## config.mk

```make
export PLATFORM = sky130hd
export DESIGN_NAME = mem_arbiter_flat
export DESIGN_NICKNAME = d
export VERILOG_FILES = /design/src/rtl/mem_arbiter_if.sv /design/src/rtl/mem_arbiter.sv /design/src/flat_wrapper.sv
export SDC_FILE = /design/constraint.sdc
export NUM_CORES = 1
export LEC_CHECK = 0
export ABC_AREA = 0
export BUFFER_PORTS_ARGS = -buffer_cell sky130_fd_sc_hd__buf_2
export CAP_MARGIN = 20
export CORE_MARGIN = 4
export CORE_UTILIZATION = 42
export CTS_CLUSTER_DIAMETER = 200
export DETAILED_ROUTE_END_ITERATION = 8
export GPL_ROUTABILITY_DRIVEN = 0
export PLACE_DENSITY_LB_ADDON = 0.3
export SETUP_SLACK_MARGIN = 0.2
export SLEW_MARGIN = 20
export SYNTH_ARGS = -nofsm -noshare
export SYNTH_HDL_FRONTEND = slang
export SYNTH_SLANG_ARGS = --single-unit
```

## constraint.sdc

```tcl
create_clock -name clk -period 1.68 [get_ports clk]
set_input_delay 0.084 -clock clk [delete_from_list [all_inputs] [get_ports clk]]
set_output_delay 0.084 -clock clk [all_outputs]
set_load 0.01 [all_outputs]
```

## src/rtl/mem_arbiter_if.sv

```systemverilog
// Purpose: bundles fetch, load/store and memory-bus signals of the memory arbiter.
// Latency: none, wiring only.
// Backpressure: carries bus_busy from memcontrol back to the arbiter.
interface mem_arbiter_if #(
   parameter int ADDR_W = 32,
   parameter int DATA_W = 32
);
   // instruction fetch requester
   logic              i_req;
   logic [ADDR_W-1:0] i_addr;
   logic [DATA_W-1:0] i_rdata;
   logic              i_ack;
   // data load/store requester
   logic              d_req;
   logic              d_we;
   logic [ADDR_W-1:0] d_addr;
   logic [DATA_W-1:0] d_wdata;
   logic [DATA_W-1:0] d_rdata;
   logic              d_ack;
   logic              err;
   // memory bus towards memcontrol
   logic              bus_req;
   logic              bus_we;
   logic [ADDR_W-1:0] bus_addr;
   logic [DATA_W-1:0] bus_wdata;
   logic              bus_busy;
   logic              bus_valid;
   logic [DATA_W-1:0] bus_rdata;
   // debug view of the arbiter FSM
   logic [1:0]        state;

   // arbiter side: owns the bus and answers both requesters
   modport master (
      input  i_req, i_addr, d_req, d_we, d_addr, d_wdata,
      input  bus_busy, bus_valid, bus_rdata,
      output i_rdata, i_ack, d_rdata, d_ack, err,
      output bus_req, bus_we, bus_addr, bus_wdata, state
   );

   // environment side: requesters plus memcontrol
   modport slave (
      output i_req, i_addr, d_req, d_we, d_addr, d_wdata,
      output bus_busy, bus_valid, bus_rdata,
      input  i_rdata, i_ack, d_rdata, d_ack, err,
      input  bus_req, bus_we, bus_addr, bus_wdata, state
   );
endinterface

```

## src/rtl/mem_arbiter.sv

```systemverilog
// Purpose: shares one memory bus between fetch (I) and load/store (D); D has priority, starvation guard for I.
// Latency: 3 cycles req->ack with no busy and bus_valid in first WAIT cycle; 4 cycles minimum per transaction.
// Backpressure: bus_busy holds the command in ISSUE; requesters hold req until their 1-cycle ack.
module mem_arbiter #(
   parameter int ADDR_W       = 32,
   parameter int DATA_W       = 32,
   parameter int STARVE_LIMIT = 4,
   parameter int TIMEOUT      = 255
) (
   input logic          clk,
   input logic          rst,
   mem_arbiter_if.master mif
);

   localparam int SC_W = $clog2(STARVE_LIMIT + 1);
   localparam int TM_W = $clog2(TIMEOUT + 1);

   typedef enum logic [1:0] {
      IDLE  = 2'd0,
      ISSUE = 2'd1,
      WAIT  = 2'd2,
      RESP  = 2'd3
   } state_t;

   state_t            state_q, state_n;

   // latched command and owner (1 = D owns the bus)
   logic              owner_d_q, owner_d_n;
   logic              cmd_we_q, cmd_we_n;
   logic [ADDR_W-1:0] cmd_addr_q, cmd_addr_n;
   logic [DATA_W-1:0] cmd_wdata_q, cmd_wdata_n;

   logic [SC_W-1:0]   starve_q, starve_n;
   logic [TM_W-1:0]   timer_q, timer_n;

   // registered outputs
   logic              bus_req_q, bus_req_n;
   logic              i_ack_q, i_ack_n;
   logic              d_ack_q, d_ack_n;
   logic              err_q, err_n;
   logic [DATA_W-1:0] i_rdata_q, i_rdata_n;
   logic [DATA_W-1:0] d_rdata_q, d_rdata_n;

   logic              any_req;
   logic              grant_d;
   logic              timed_out;
   logic              finish;
   logic [DATA_W-1:0] rsp_data;

   // D wins unless fetch has been passed over STARVE_LIMIT times in a row
   assign any_req   = mif.d_req | mif.i_req;
   assign grant_d   = mif.d_req & ~(mif.i_req & (starve_q == SC_W'(STARVE_LIMIT)));
   assign timed_out = (timer_q == TM_W'(TIMEOUT));
   // a real completion beats a timeout that expires in the same cycle
   assign finish    = mif.bus_valid | timed_out;
   assign rsp_data  = mif.bus_valid ? mif.bus_rdata : '0;

   // state register
   always_ff @(posedge clk) begin
      if (rst) state_q <= IDLE;
      else     state_q <= state_n;
   end

   // next-state decode
   always_comb begin
      state_n = state_q;
      case (state_q)
         IDLE:    if (any_req)        state_n = ISSUE;
         ISSUE:   if (!mif.bus_busy)  state_n = WAIT;
         WAIT:    if (finish)         state_n = RESP;
         RESP:                        state_n = IDLE;
         default:                     state_n = IDLE;
      endcase
   end

   // next values of the command latches, counters and registered outputs
   always_comb begin
      owner_d_n   = owner_d_q;
      cmd_we_n    = cmd_we_q;
      cmd_addr_n  = cmd_addr_q;
      cmd_wdata_n = cmd_wdata_q;
      starve_n    = starve_q;
      timer_n     = timer_q;
      bus_req_n   = 1'b0;
      i_ack_n     = 1'b0;
      d_ack_n     = 1'b0;
      err_n       = 1'b0;
      i_rdata_n   = i_rdata_q;
      d_rdata_n   = d_rdata_q;

      // the guard only counts while fetch is actually waiting
      if (!mif.i_req) starve_n = '0;

      case (state_q)
         IDLE: begin
            if (any_req) begin
               bus_req_n = 1'b1;
               owner_d_n = grant_d;
               if (grant_d) begin
                  cmd_we_n    = mif.d_we;
                  cmd_addr_n  = mif.d_addr;
                  cmd_wdata_n = mif.d_wdata;
                  if (mif.i_req && starve_q != SC_W'(STARVE_LIMIT))
                     starve_n = starve_q + SC_W'(1);
               end else begin
                  cmd_we_n    = 1'b0;
                  cmd_addr_n  = mif.i_addr;
                  cmd_wdata_n = '0;
                  starve_n    = '0;
               end
            end
         end
         ISSUE: begin
            // timer holds the count of WAIT cycles including the current one
            bus_req_n = mif.bus_busy;
            timer_n   = TM_W'(1);
         end
         WAIT: begin
            if (finish) begin
               err_n = ~mif.bus_valid;
               if (owner_d_q) begin
                  d_ack_n = 1'b1;
                  if (!cmd_we_q || !mif.bus_valid) d_rdata_n = rsp_data;
               end else begin
                  i_ack_n   = 1'b1;
                  i_rdata_n = rsp_data;
               end
            end else begin
               timer_n = timer_q + TM_W'(1);
            end
         end
         default: ;
      endcase
   end

   // datapath and output registers
   always_ff @(posedge clk) begin
      if (rst) begin
         owner_d_q   <= 1'b0;
         cmd_we_q    <= 1'b0;
         cmd_addr_q  <= '0;
         cmd_wdata_q <= '0;
         starve_q    <= '0;
         timer_q     <= '0;
         bus_req_q   <= 1'b0;
         i_ack_q     <= 1'b0;
         d_ack_q     <= 1'b0;
         err_q       <= 1'b0;
         i_rdata_q   <= '0;
         d_rdata_q   <= '0;
      end else begin
         owner_d_q   <= owner_d_n;
         cmd_we_q    <= cmd_we_n;
         cmd_addr_q  <= cmd_addr_n;
         cmd_wdata_q <= cmd_wdata_n;
         starve_q    <= starve_n;
         timer_q     <= timer_n;
         bus_req_q   <= bus_req_n;
         i_ack_q     <= i_ack_n;
         d_ack_q     <= d_ack_n;
         err_q       <= err_n;
         i_rdata_q   <= i_rdata_n;
         d_rdata_q   <= d_rdata_n;
      end
   end

   assign mif.state     = state_q;
   assign mif.bus_req   = bus_req_q;
   assign mif.bus_we    = cmd_we_q;
   assign mif.bus_addr  = cmd_addr_q;
   assign mif.bus_wdata = cmd_wdata_q;
   assign mif.i_ack     = i_ack_q;
   assign mif.i_rdata   = i_rdata_q;
   assign mif.d_ack     = d_ack_q;
   assign mif.d_rdata   = d_rdata_q;
   assign mif.err       = err_q;

endmodule

```

## src/flat_wrapper.sv

```systemverilog
// flat-port wrapper written by rule: the top's interface ports become plain ports
module mem_arbiter_flat 
#(
   parameter int ADDR_W       = 32,
   parameter int DATA_W       = 32,
   parameter int STARVE_LIMIT = 4,
   parameter int TIMEOUT      = 255
)
  (clk, rst, mif_i_req, mif_i_addr, mif_d_req, mif_d_we, mif_d_addr, mif_d_wdata, mif_bus_busy, mif_bus_valid, mif_bus_rdata, mif_i_rdata, mif_i_ack, mif_d_rdata, mif_d_ack, mif_err, mif_bus_req, mif_bus_we, mif_bus_addr, mif_bus_wdata, mif_state);
  mem_arbiter_if #(.ADDR_W(ADDR_W), .DATA_W(DATA_W)) mif_i ();
  input logic clk;
  input logic rst;
  input wire logic [$bits(mif_i.i_req)-1:0] mif_i_req;
  input wire logic [$bits(mif_i.i_addr)-1:0] mif_i_addr;
  input wire logic [$bits(mif_i.d_req)-1:0] mif_d_req;
  input wire logic [$bits(mif_i.d_we)-1:0] mif_d_we;
  input wire logic [$bits(mif_i.d_addr)-1:0] mif_d_addr;
  input wire logic [$bits(mif_i.d_wdata)-1:0] mif_d_wdata;
  input wire logic [$bits(mif_i.bus_busy)-1:0] mif_bus_busy;
  input wire logic [$bits(mif_i.bus_valid)-1:0] mif_bus_valid;
  input wire logic [$bits(mif_i.bus_rdata)-1:0] mif_bus_rdata;
  output wire logic [$bits(mif_i.i_rdata)-1:0] mif_i_rdata;
  output wire logic [$bits(mif_i.i_ack)-1:0] mif_i_ack;
  output wire logic [$bits(mif_i.d_rdata)-1:0] mif_d_rdata;
  output wire logic [$bits(mif_i.d_ack)-1:0] mif_d_ack;
  output wire logic [$bits(mif_i.err)-1:0] mif_err;
  output wire logic [$bits(mif_i.bus_req)-1:0] mif_bus_req;
  output wire logic [$bits(mif_i.bus_we)-1:0] mif_bus_we;
  output wire logic [$bits(mif_i.bus_addr)-1:0] mif_bus_addr;
  output wire logic [$bits(mif_i.bus_wdata)-1:0] mif_bus_wdata;
  output wire logic [$bits(mif_i.state)-1:0] mif_state;
  assign mif_i.i_req = mif_i_req;
  assign mif_i.i_addr = mif_i_addr;
  assign mif_i.d_req = mif_d_req;
  assign mif_i.d_we = mif_d_we;
  assign mif_i.d_addr = mif_d_addr;
  assign mif_i.d_wdata = mif_d_wdata;
  assign mif_i.bus_busy = mif_bus_busy;
  assign mif_i.bus_valid = mif_bus_valid;
  assign mif_i.bus_rdata = mif_bus_rdata;
  assign mif_i_rdata = mif_i.i_rdata;
  assign mif_i_ack = mif_i.i_ack;
  assign mif_d_rdata = mif_i.d_rdata;
  assign mif_d_ack = mif_i.d_ack;
  assign mif_err = mif_i.err;
  assign mif_bus_req = mif_i.bus_req;
  assign mif_bus_we = mif_i.bus_we;
  assign mif_bus_addr = mif_i.bus_addr;
  assign mif_bus_wdata = mif_i.bus_wdata;
  assign mif_state = mif_i.state;
  mem_arbiter #(.ADDR_W(ADDR_W), .DATA_W(DATA_W), .STARVE_LIMIT(STARVE_LIMIT), .TIMEOUT(TIMEOUT)) u_core (.clk(clk), .rst(rst), .mif(mif_i));
endmodule
```

==> flow_summary.json, run 1 <==
{
  "design.final.nets": 1202,
  "placementRows": 42,
  "grt-busiest-layer": "met2",
  "core_area_um2": 13200,
  "number_of_flops_mapped_to_enable_cells_by_yosys": 0,
  "dp.cells": 1042,
  "timing.critical_path.slowest_stage_cell": "sky130_fd_sc_hd__dfxtp_2",
  "worst_hold_path_type": "primary input to register",
  "dpl-instance-area_um2": 7370,
  "die_width_um": 124,
  "cts.clk_slew.worst_paths_ns": 0.06,
  "layout_commonest_cell": "sky130_fd_sc_hd__buf_2",
  "fin_total_pwr_mw": 15.3,
  "ratio_of_total_power_to_cell_area_nw_per_um2": 1410,
  "min_period_over_period_pct": 102,
  "worstPathRequired_ns": 1.98,
  "startpoint_type": "register",
  "commonest_cells_after_routing_fill_and_taps_aside": "sky130_fd_sc_hd__buf_2, sky130_fd_sc_hd__dfxtp_1, sky130_fd_sc_hd__dlygate4sd3_1, sky130_fd_sc_hd__nand3_1, sky130_fd_sc_hd__nor2_1",
  "sequential_cell_area_um2": 2950,
  "final_core_util_pct": 82.0,
  "syn_inst": 624,
  "regToRegSetupSlack_ns": -0.04,
  "crit_chain": "ha_4, nand4_4, buf_6, o31ai_4, a31oi_4, clkbuf_16, a22o_1",
  "h-tree-depth": 4,
  "setup_viols_final": 22,
  "antenna_violating_nets_post_route": 0,
  "synth_fp_nets": 765,
  "total_of_max_cap_violations": 0,
  "drive_gt1_share_pct": 46.9,
  "height_of_the_die_um": 124,
  "pin_count_of_the_biggest_net_entering_global_routing": 71,
  "cts-buffers-inserted": 17,
  "start_util_pct": 42.8,
  "grt_first_pass_wirelength_um": 33500,
  "grt_remaining_overflow": 0,
  "final_critical_path_setup_slack_ns": -0.0376,
  "via_cell_ratio": 5.86,
  "mappedNetlistArea_um2": 5670,
  "final_cell_count_no_fill": 1253,
  "cp_data_arrival_time_ns": 2.02,
  "fraction_of_synthesized_cell_area_taken_by_the_top_area_cell_type_pct": 51.9,
  "ir_worst_vdd_v": 0.000884,
  "syn_avg_cell_area_um2": 9.08,
  "reg2reg_from": "u_core.timer_q[1]$_SDFFE_PP0P_",
  "min_cycle_time_layout_ns": 1.72,
  "ys_async_sr_fraction_pct": 0,
  "clock_insertion_delay_worst_skew_ns": 0.42,
  "clock_sink_count": 147,
  "synth.distinct_cells": 40,
  "netlist_top_cells_area": "sky130_fd_sc_hd__dfxtp_1, sky130_fd_sc_hd__nand3_1, sky130_fd_sc_hd__a22o_1, sky130_fd_sc_hd__a311oi_1, sky130_fd_sc_hd__nor2_1",
  "slew_viol_final": 0,
  "wl_per_cell_um": 21.6,
  "fill_cells": 701,
  "boundaryPins": 270,
  "holdWs_ns": 0.0569,
  "hpwl_um": 11900,
  "crit_fanout": 5,
  "multiInputGateArea_um2": 3090,
  "buffer_ports.inserted": 269,
  "cts.path.max_buffers": 2,
  "grt_util_met3_pct": 7.08,
  "worst_slew_pin_slew_ns": 0.437,
  "area.growth.synth_to_final_pct": 91.6,
  "cts_tree": "done",
  "setup_total_negative_slack_ns": -0.278,
  "place_worst_setup_slack_ns": 0.0280,
  "crit_path_max_incr_delay_ns": 0.36,
  "crit-reg2reg-capture": "u_core.mif.d_rdata[20]$_SDFFE_PP0P_",
  "vias": 7343,
  "fmax_mhz": 582,
  "yosys_warnings": 0,
  "fin_clk_skew_ns": 0.0138,
  "rsz0062_at_grt": "yes",
  "floorplan.die_area_um2": 15400,
  "number_of_global_route_vias_before_repair": 6734,
  "drcViolationCount": 0,
  "synth-seq-cells": 147,
  "synth_largest_area_cell": "sky130_fd_sc_hd__dfxtp_1",
  "critPathCaptureType": "register",
  "gr-usage-all-layers_pct": 27.7,
  "endpoint": "u_core.mif.d_rdata[20]$_SDFFE_PP0P_",
  "cts_root_buffer": "sky130_fd_sc_hd__clkbuf_16",
  "drtIter0Drc": 631,
  "startpoint": "u_core.timer_q[1]$_SDFFE_PP0P_",
  "finalHoldViolations": 0,
  "grtUsageMet2_pct": 46.7,
  "firstDrtPassIters": 8,
  "final_area_um2": 10900,
  "power_leakage_nw": 4.77,
  "synthFlopType": "sky130_fd_sc_hd__dfxtp_1",
  "postRouteWirelength_um": 27100,
  "grt_util_met1_pct": 31.2,
  "status": "finished with violations",
  "failed_checks": "negative setup slack",
  "post_synthesis_sequential_area_ratio_pct": 51.9,
  "reg2regPathDepth": 7,
  "slew-limit-headroom_pct": 70.8,
  "antenna_found_initial": 3,
  "worst-setup-path-type": "register to register"
}
-- routing by layer --
| layer | share of wire, % | vias up |
|---|---|---|
| met5 | 0 | - |
| met2 | 50 | 522 |
| li1 | - | 3169 |
| met3 | 8.0 | 156 |
| met1 | 35 | 3496 |
| met4 | 6.4 | 0 |
-- critical path: cells and delay by family, from the launching register on --
kind                       cells  cell delay [ns]
DFF                            1             0.36
AOI/OAI and AO/OA              3             0.61
adders and majority gates      1             0.16
and+or+nand+nor                1             0.11
buffers and inverters          2             0.36
-- synth_stat cells (2+ instances only) --
library cell               number
sky130_fd_sc_hd__dfxtp_1      147
sky130_fd_sc_hd__inv_1          6
sky130_fd_sc_hd__buf_1          2
sky130_fd_sc_hd__and3_1         4
sky130_fd_sc_hd__a22o_1        32
sky130_fd_sc_hd__buf_6          3
sky130_fd_sc_hd__buf_4          2
sky130_fd_sc_hd__a22oi_1       33
sky130_fd_sc_hd__a311oi_1      32
sky130_fd_sc_hd__o21ai_1       30
sky130_fd_sc_hd__nand2b_1       7
sky130_fd_sc_hd__nand3_1       75
sky130_fd_sc_hd__nor2_1        71
sky130_fd_sc_hd__a21oi_1       42
sky130_fd_sc_hd__nor3_1         4
sky130_fd_sc_hd__o21ai_2        2
sky130_fd_sc_hd__a21o_1         2
sky130_fd_sc_hd__o21ai_0        4
sky130_fd_sc_hd__o221a_1        3
sky130_fd_sc_hd__or3_1          2
sky130_fd_sc_hd__buf_2         23
sky130_fd_sc_hd__ha_1           6
sky130_fd_sc_hd__clkbuf_1      29
sky130_fd_sc_hd__nor2b_1        3
sky130_fd_sc_hd__nand2_1       43
sky130_fd_sc_hd__nand4_1        3
-- how the worst min path moves through the flow --
stage	startpoint	depth (start not counted)	slack [ns]	to
final	mif_i_req	3	0.06	u_core.starve_q[0]$_SDFF_PP0_
after global routing	mif_d_req	3	0.06	u_core.starve_q[1]$_SDFF_PP0_
after CTS	mif_d_req	3	0.02	u_core.starve_q[1]$_SDFF_PP0_
after detailed placement	mif_bus_rdata[5]	2	0.32	u_core.mif.d_rdata[5]$_SDFFE_PP0P_
after global placement	mif_d_wdata[18]	3	0.32	u_core.mif.bus_wdata[18]$_SDFFE_PP0P_
after floorplan	mif_bus_rdata[0]	1	0.22	u_core.mif.d_rdata[0]$_SDFFE_PP0P_
-- registers in the layout, indices dropped and copies added, names as in the netlist, 2 cells and up --
signal                count
u_core.mif.d_rdata       32
u_core.mif.bus_wdata     32
u_core.starve_q           3
u_core.mif.i_rdata       32
u_core.mif.state          2
u_core.mif.bus_addr      32
u_core.timer_q            8
-- cells by family after synthesis --
kind of cell	synth area share (%)
flip-flops	51.9
multiplexers	0.375
buffers and inverters	5.34
AO/OA/AOI/OAI	23.8
AND/OR/NAND/NOR	17.2
adder cells (fa/ha/maj)	1.32
-- power breakdown --
part           internal [mW]  total (mW)  switching (mW)
Clock                   2.97        4.54            1.57
Combinational           3.19        6.39            3.20
Sequential              4.03        4.43           0.395
Total                   10.2        15.3            5.16
-- timing repair --
| action | in CTS | in global routing |
|---|---|---|
| cloned | 8 | 15 |
| pin swaps | 13 | 79 |
| endpoints found under the hold margin | 131 | 0 |
| gates resized for setup | 35 | 136 |
| endpoints found under the setup margin | 138 | 139 |
| hold buffers | 131 | 0 |
| buffers inserted | 7 | 15 |
-- area by class of cell --
cell class	count	share of cell area [%]
diodes	3	0.0691
clock buffers	22	4.46
clock inverters	10	1.99
inverters	6	0.253
multi-input cells	412	28.5
flip-flops and latches	147	27.2
well taps	176	2.03
repair buffers	477	35.5
Power figures use the tool's default switching activity.
==> run 2: changes to the inputs <==
--- a/config.mk
+++ b/config.mk
@@ -8,8 +8,10 @@
 export ABC_AREA = 0
 export BUFFER_PORTS_ARGS = -buffer_cell sky130_fd_sc_hd__buf_2
 export CAP_MARGIN = 20
+export CELL_PAD_IN_SITES_DETAIL_PLACEMENT = 1
+export CELL_PAD_IN_SITES_GLOBAL_PLACEMENT = 2
 export CORE_MARGIN = 4
-export CORE_UTILIZATION = 42
+export CORE_UTILIZATION = 23
 export CTS_CLUSTER_DIAMETER = 200
 export DETAILED_ROUTE_END_ITERATION = 8
 export GPL_ROUTABILITY_DRIVEN = 0
==> run 2 against run 1 <==
  * The flow now finishes without violations
  * Combinational power is 13% lower
  * Die area increased by 77%
  * Sequential share of layout area is 0.74 points higher
  * Worst hold slack got worse by 0.029 ns
  * Flip-flop and latch count unchanged
  * Routed wire length decreased by 4.8%
  * Critical path type unchanged
  * Highest routed layer unchanged
==> flow_summary.json, run 2 (synthesis gave the netlist of run 1 again) <==
{
  "status": "finished, final reports clean",
  "total_of_max_cap_violations": 0,
  "grt_first_pass_wirelength_um": 36800,
  "slew-limit-headroom_pct": 71.3,
  "cp_data_arrival_time_ns": 1.88,
  "min_cycle_time_layout_ns": 1.54,
  "buffer_ports.inserted": 269,
  "worst_slew_pin_slew_ns": 0.431,
  "boundaryPins": 270,
  "worstPathRequired_ns": 2.02,
  "slew_viol_final": 0,
  "postRouteWirelength_um": 25800,
  "h-tree-depth": 4,
  "setup_viols_final": 0,
  "commonest_cells_after_routing_fill_and_taps_aside": "sky130_fd_sc_hd__buf_2, sky130_fd_sc_hd__dfxtp_1, sky130_fd_sc_hd__dlygate4sd3_1, sky130_fd_sc_hd__nand3_1, sky130_fd_sc_hd__nor2_1",
  "crit_path_max_incr_delay_ns": 0.39,
  "floorplan.die_area_um2": 27200,
  "fill_cells": 2811,
  "area.growth.synth_to_final_pct": 87.0,
  "met1_layer_wirelength_in_the_final_routing_um": 10700,
  "number_of_global_route_vias_before_repair": 6926,
  "fmax_mhz": 648,
  "cts-buffers-inserted": 17,
  "start_util_pct": 23.4,
  "clock_sink_count": 147,
  "layout_commonest_cell": "sky130_fd_sc_hd__buf_2",
  "worst-setup-path-type": "register to register",
  "critPathCaptureType": "register",
  "min_period_over_period_pct": 91.8,
  "worst_hold_path_type": "primary input to register",
  "wl_per_cell_um": 18.5,
  "ratio_of_total_power_to_cell_area_nw_per_um2": 1320,
  "cts.path.max_buffers": 2,
  "timing.critical_path.slowest_stage_cell": "sky130_fd_sc_hd__dfxtp_4",
  "power_leakage_nw": 4.64,
  "crit_fanout": 7,
  "drcViolationCount": 0,
  "design.final.nets": 1201,
  "rsz0062_at_grt": "yes",
  "gr-usage-all-layers_pct": 17.1,
  "wl_met2_um": 12900,
  "via_cell_ratio": 4.72,
  "drtIter0Drc": 230,
  "grt_remaining_overflow": 0,
  "cts_root_buffer": "sky130_fd_sc_hd__clkbuf_16",
  "vias": 6598,
  "drive_gt1_share_pct": 44.5,
  "placementRows": 57,
  "height_of_the_die_um": 165,
  "firstDrtPassIters": 4,
  "finalHoldViolations": 0,
  "final_core_util_pct": 43.7,
  "cts_tree": "done",
  "cts.clk_slew.worst_paths_ns": 0.07,
  "pin_count_of_the_biggest_net_entering_global_routing": 35,
  "top_layer_used": "met4",
  "clock_insertion_delay_worst_skew_ns": 0.43,
  "die_width_um": 165,
  "ir_worst_vdd_v": 0.000639,
  "fin_clk_skew_ns": 0.0144,
  "hpwl_um": 14900,
  "met3RoutedLength_um": 1380,
  "antenna_found_initial": 1,
  "startpoint_type": "register",
  "crit_chain": "inv_4, ha_4, inv_4, nor2_4, buf_12, buf_4, clkbuf_16, buf_4, a311oi_2",
  "core_area_um2": 24200,
  "setup_total_negative_slack_ns": 0,
  "antenna_violating_nets_post_route": 0
}
-- run 2: changes by cell type in the layout (fill, tap and decap cells not counted), moves of 6 or more --
| cell | previous run | this run |
|---|---|---|
| sky130_fd_sc_hd__a22oi_2 | 33 | 22 |
| sky130_fd_sc_hd__buf_4 | 25 | 40 |
| sky130_fd_sc_hd__buf_6 | 16 | 9 |
| sky130_fd_sc_hd__a22oi_1 | 0 | 11 |
| sky130_fd_sc_hd__a311oi_1 | 11 | 17 |
| sky130_fd_sc_hd__o21ai_4 | 8 | 2 |
-- run 2: final cells by class --
type / instances / area (um^2) / share of cell area [%]
antenna: 1 / 2.50 / 0.0236
clock buffer: 18 / 429 / 4.05
clock inverter: 14 / 189 / 1.78
inverter: 6 / 30.0 / 0.283
multi-input combinational: 412 / 2870 / 27.1
sequential: 147 / 2960 / 27.9
tap: 324 / 405 / 3.83
timing repair buffer: 476 / 3710 / 35.0
-- run 2: routing by layer --
layer,GRT usage (%),vias to the layer above
met3,4.54,49
met5,0,-
met1,20.4,3187
li1,-,3167
met2,29.6,195
met4,6.16,0
-- run 2: critical path, delay by kind of cell, from the launching register on --
family,cells,cell delay [ns]
AND/OR/NAND/NOR,1,0.03
adder cells (fa/ha/maj),1,0.17
buffers and inverters,6,0.67
AO/OA/AOI/OAI,1,0.19
flip-flops,1,0.39
-- run 2: timing repair --
item,4_1_cts,5_1_grt
pin swaps,3,36
setup endpoints to repair,139,140
hold endpoints to repair,130,0
cloned,5,14
hold buffers,130,0
resized for setup,28,90
setup buffers,7,15
-- run 2: per-stage QoR --
step                      instances  setup WS, ns  hold WS (ns)  instance area [um^2]  power (mW)
final                          1398         0.138        0.0280                 10600        14.0
after CTS                      1368         0.147        0.0212                  9760        13.0
after detailed placement       1194        0.0595         0.326                  7540        7.89
after global routing           1398        0.0602        0.0398                 10600        14.8
after floorplan                 624         0.191         0.217                  5720        6.42
after global placement         1194        0.0836         0.318                  7540        7.87
-- run 2: path summary, 6_finish.rpt --
path	startpoint	to	slack [ns]	cells after the start
worst max register to register	u_core.mif.state[1]$_SDFFE_PP0P_	u_core.mif.bus_addr[1]$_SDFFE_PP0P_	0.14	9
worst max-delay path	u_core.mif.state[1]$_SDFFE_PP0P_	u_core.mif.bus_addr[1]$_SDFFE_PP0P_	0.14	9
worst min-delay path	mif_i_req	u_core.starve_q[0]$_SDFF_PP0_	0.03	3
worst min register to register	u_core.mif.i_rdata[20]$_SDFFE_PP0P_	u_core.mif.i_rdata[20]$_SDFFE_PP0P_	0.46	2
-- run 2: where the power goes --
part,internal [mW],total [mW],switching [mW]
registers,4.03,4.35,0.321
clock network,2.39,4.12,1.72
logic,2.74,5.56,2.82
